==> config.mk <==
export PLATFORM = sky130hd
export DESIGN_NAME = sum_accumulator
export DESIGN_NICKNAME = d
export VERILOG_FILES = /design/src/rtl/sum_accumulator.sv
export SDC_FILE = /design/constraint.sdc
export NUM_CORES = 1
export LEC_CHECK = 0
export CAP_MARGIN = 10
export CORE_UTILIZATION = 50
export CTS_BUF_LIST = sky130_fd_sc_hd__clkbuf_4 sky130_fd_sc_hd__clkbuf_8 sky130_fd_sc_hd__clkbuf_16
export DETAILED_ROUTE_END_ITERATION = 8
export DONT_BUFFER_PORTS = 1
export PLACE_DENSITY_LB_ADDON = 0.12
export SETUP_SLACK_MARGIN = 0.5
export SLEW_MARGIN = 30
export SYNTH_ARGS = -nofsm -noshare
export SYNTH_HDL_FRONTEND = slang
export SYNTH_SLANG_ARGS = --single-unit
==> constraint.sdc <==
create_clock -name clk -period 2.09 [get_ports clk]
set_clock_uncertainty 0.2 [all_clocks]
set_input_delay 0.209 -clock clk [delete_from_list [all_inputs] [get_ports clk]]
set_output_delay 0.209 -clock clk [all_outputs]
set_load 0.03 [all_outputs]
==> src/rtl/sum_accumulator.sv <==
// Frame accumulator: sums N_SUMS upstream adder results into an ACC_W-bit register and holds the result until consumed.
// Optional macro ACCUM_SAT_EN: clamp acc_out to all-ones on overflow instead of wrapping.
module sum_accumulator #(
  parameter int unsigned N_SUMS = 4,
  parameter int unsigned ACC_W  = 8
) (
  input  logic             clk,
  input  logic             rst_n,
  input  logic [4:0]       sum_in,
  input  logic             in_valid,
  output logic             in_ready,
  input  logic             start,
  output logic [ACC_W-1:0] acc_out,
  output logic             out_valid,
  input  logic             out_ready,
  output logic [3:0]       count,
  output logic             ovf
);

  localparam int unsigned CNT_W = 4;
  localparam int unsigned SUM_W = ACC_W + 1;
  localparam logic [CNT_W-1:0] LAST_IDX = CNT_W'(N_SUMS - 1);

  typedef enum logic [1:0] {
    IDLE  = 2'd0,
    ACCUM = 2'd1,
    HOLD  = 2'd2
  } state_t;

  state_t             state;
  state_t             state_nxt;
  logic [ACC_W-1:0]   acc_nxt;
  logic [CNT_W-1:0]   count_nxt;
  logic               ovf_nxt;
  logic               in_ready_nxt;
  logic               out_valid_nxt;
  logic [SUM_W-1:0]   sum_ext;
  logic               carry;
  logic               accept;

  // One extra bit exposes the carry out of the accumulator MSB.
  assign sum_ext = {1'b0, acc_out} + SUM_W'(sum_in);
  assign carry   = sum_ext[ACC_W];
  assign accept  = in_valid && in_ready;

  always_ff @(posedge clk or negedge rst_n) begin
    if (!rst_n) begin
      state     <= IDLE;
      acc_out   <= '0;
      count     <= '0;
      ovf       <= 1'b0;
      in_ready  <= 1'b0;
      out_valid <= 1'b0;
    end else begin
      state     <= state_nxt;
      acc_out   <= acc_nxt;
      count     <= count_nxt;
      ovf       <= ovf_nxt;
      in_ready  <= in_ready_nxt;
      out_valid <= out_valid_nxt;
    end
  end

  // Handshake flags are registered copies of the next state's decode.
  always_comb begin
    state_nxt = state;
    acc_nxt   = acc_out;
    count_nxt = count;
    ovf_nxt   = ovf;
    unique case (state)
      IDLE: begin
        if (start) begin
          state_nxt = ACCUM;
          acc_nxt   = '0;
          count_nxt = '0;
          ovf_nxt   = 1'b0;
        end
      end
      ACCUM: begin
        if (accept) begin
`ifdef ACCUM_SAT_EN
          acc_nxt = carry ? {ACC_W{1'b1}} : sum_ext[ACC_W-1:0];
`else
          acc_nxt = sum_ext[ACC_W-1:0];
`endif
          count_nxt = count + CNT_W'(1);
          if (carry) ovf_nxt = 1'b1;
          if (count == LAST_IDX) state_nxt = HOLD;
        end
      end
      HOLD: begin
        if (out_ready) begin
          if (start) begin
            state_nxt = ACCUM;
            acc_nxt   = '0;
            count_nxt = '0;
            ovf_nxt   = 1'b0;
          end else begin
            state_nxt = IDLE;
          end
        end
      end
      default: state_nxt = IDLE;
    endcase
    in_ready_nxt  = (state_nxt == ACCUM);
    out_valid_nxt = (state_nxt == HOLD);
  end

endmodule
==> impl_metrics.toml <==
[layout]
num-fill-cells = 140
drive_gt1_share_pct = 23.6
antennaDiodeCount = 0
area_growth_pct = 22.4
nets = 124
fin_util_pct = 66.1
stdcell_area_mm2 = 0.00115
multiInputGateArea_um2 = 544
register_area_um2 = 428

[timing]
fin_crit_sh_pct = 89.8
hold_violations = 1
fin_tns_setup_ps = 0
whs_ps = -39.2
fmax_ghz = 0.533
report.final.slew_viol_count = 0
fin_crit_ps = 1880
rsz0062_at_grt = "true"
relSlewSlack_pct = 49.5
setup_viol = 0
tightest_slew_ps = 756

[drt]
postRouteAntennaNets = 0
routed_via_density = 5.53
first_pass_iters = 3
remaining_drc_errors = 0
drt-total-wl_um = 1880
num_vias = 725
drt_iter0_drc = 3
post_drt_wl_per_cell_um = 14.4

[floorplan]
design.core.area_mm2 = 0.00175
start_util_pct = 54.0
die_h_um = 45.4
io_pins = 25
dieArea_mm2 = 0.00206
num_rows = 15
die_x_um = 45.4

[clock_tree]
htree_levels = 1
clock_latency_ps = 290
clockBufferDepth = 2
clkSinkCount = 17
cts_root_buf = "clkbuf_4"
cts_made_buffers = 3
cts_tree = "built"
ctsHoldBuffers = 4
path_clk_slew_ps = 100

[synthesis]
synth_seq_cells = 17
synth_top_area_share_pct = 45.2
yosys_warnings = 0
seq_area_frac_synth_pct = 45.2
post-synth-top-area-cell = "dfrtp_1"
synth_cells = 92
synth_cell_types = 31
avgSynthCellArea_um2 = 10.2
ys.flop_type = "dfrtp_1"
synthTopCellsByArea = "dfrtp_1, ha_1, mux2i_1"
synth-edff-count = 0
syn-num-nets = 109
async_reset_ff_share_pct = 100
netlist_area_um2 = 942

[power]
seqPwrFrac_pct = 43.5
swShare_pct = 48.6
power.share.clock_pct = 10.5
power.internal_mw = 0.885
p_leak_nw = 0.513
combPwrFrac_pct = 46.0
total_power_mw = 1.72
p_per_area_mw_per_mm2 = 1490
ir_drop_mv = 0.763
p_sw_mw = 0.836

[critical_path]
cp.arrival_ps = 1900
r2r-start = "acc_out[0]"
reg2reg_to = "acc_out[6]"
crit_path_top_delay_cell = "dfrtp_2"
worst-path-max-fanout = 2
path_cells = "ha_4 > fa_2 > a211oi_2 > o21bai_1 > nand3_1 > mux2i_1"
crit_path_start = "acc_out[0]"
critPathCaptureType = "flop"
crit_path_start_kind = "flop"
r2r_slack_ps = 210
max_stage_delay_ps = 440
critPathRequiredTime_ps = 2110
reg2regPathDepth = 6
crit_type = "flop to flop"

[min_path]
worstHoldStart = "sum_in[0]"
hold_path_depth = 3
hold_class = "primary input to flop"
whs_endpoint = "acc_out[0]"

[outcome]
violations = "hold timing"
status = "finished with violations"

[grt]
grt_max_degree = 18
antenna_found_initial = 0
grt_pass1_vias = 681
overflow = 0
grt_pass1_wl_um = 2980
grt_usage_pct = 20.8

[placed_design]
port_buffers = 0
gp_congestion = 0.855
hpwl_um = 1340
place_area_mm2 = 0.00104

[run]
drv_cap = 0
synthesized netlist by cell type (2+ instances only):
master / instances
a211oi_1: 2
a21o_1: 2
a21oi_1: 4
a31oi_1: 5
dfrtp_1: 17
ha_1: 6
inv_1: 5
mux2i_1: 4
nand2_1: 5
nand2b_1: 2
nand3_1: 7
nand4_1: 2
nor2_1: 4
o21ai_0: 8
xor2_1: 3
how the worst max path moves through the flow:
| stage | slack, ps | cells after the start | to |
|---|---|---|---|
| finish | 210 | 6 | acc_out[6] |
| detailed placement | 220 | 6 | acc_out[6] |
| floorplan | 220 | 5 | ovf |
| global placement | 260 | 5 | ovf |
| global route | 140 | 6 | acc_out[6] |
| CTS | 220 | 6 | acc_out[6] |
layout make-up:
type / count / share of cell area (%)
clock buffer: 3 / 1.95
clock inverter: 1 / 0.434
inverter: 5 / 1.63
multi-input combinational: 68 / 47.2
sequential: 17 / 37.1
tap: 25 / 2.71
timing repair buffer: 12 / 9.00
placed cells by master, fill, tap and decap left out, types with 2 or more instances in the layout:
cell type / instances
ha_1: 4
nand4_1: 2
dlygate4sd3_1: 4
o21ai_0: 7
xor2_1: 3
nor2_1: 4
dfrtp_1: 15
a21o_1: 2
a31oi_2: 2
inv_1: 5
buf_4: 7
clkbuf_4: 3
a31oi_1: 3
a21oi_1: 3
mux2i_1: 4
nand2b_1: 2
nand2_1: 5
dfrtp_2: 2
a211oi_2: 2
ha_4: 2
nand3_1: 7
routing by layer:
metal / vias to the layer above / global-route usage (%) / share of wire (%)
met5: - / 0 / 0
met4: 0 / 9.09 / 1.1
met3: 2 / 6.75 / 4.6
met2: 15 / 30.0 / 47
met1: 345 / 28.4 / 47
li1: 363 / - / -
registers in the layout, indices dropped and copies added, names as in the netlist:
name	cells
acc_out	8
count	4
in_ready	1
out_valid	1
ovf	1
state	2
power groups by stage:
stage / Clock (mW) / Combinational (mW) / Sequential [mW]
after global placement: 0 / 0.721 / 0.750
after CTS: 0.188 / 0.773 / 0.750
after floorplan: 0 / 0.507 / 0.808
final: 0.181 / 0.792 / 0.748
after detailed placement: 0 / 0.728 / 0.756
after global routing: 0.205 / 0.889 / 0.771
cell families after synthesis:
family	share of synthesized area, %
and+or+nand+nor	15.5
muxes	4.25
adders and majority gates	10.1
xor gates and xnor gates	3.72
buffers and inverters	3.72
DFF	45.2
AOI/OAI and AO/OA	17.5
critical path: cells and delay by family (launching register included):
kind | cells | cell delay [ps]
and+or+nand+nor | 1 | 110
muxes | 1 | 180
DFF | 1 | 440
AOI/OAI and AO/OA | 2 | 360
adders and majority gates | 2 | 510
stage by stage:
step | cells | setup WS [ps]
CTS | 131 | 217
global placement | 120 | 256
floorplan | 92 | 215
detailed placement | 120 | 223
global route | 131 | 144
finish | 131 | 213
what timing repair did:
action	CTS	global route
buffers inserted	3	0
pin swaps	6	4
hold endpoints to repair	21	1
resized for setup	1	4
setup endpoints to repair	7	11
Note: power is estimated with default switching activity, not from simulation.
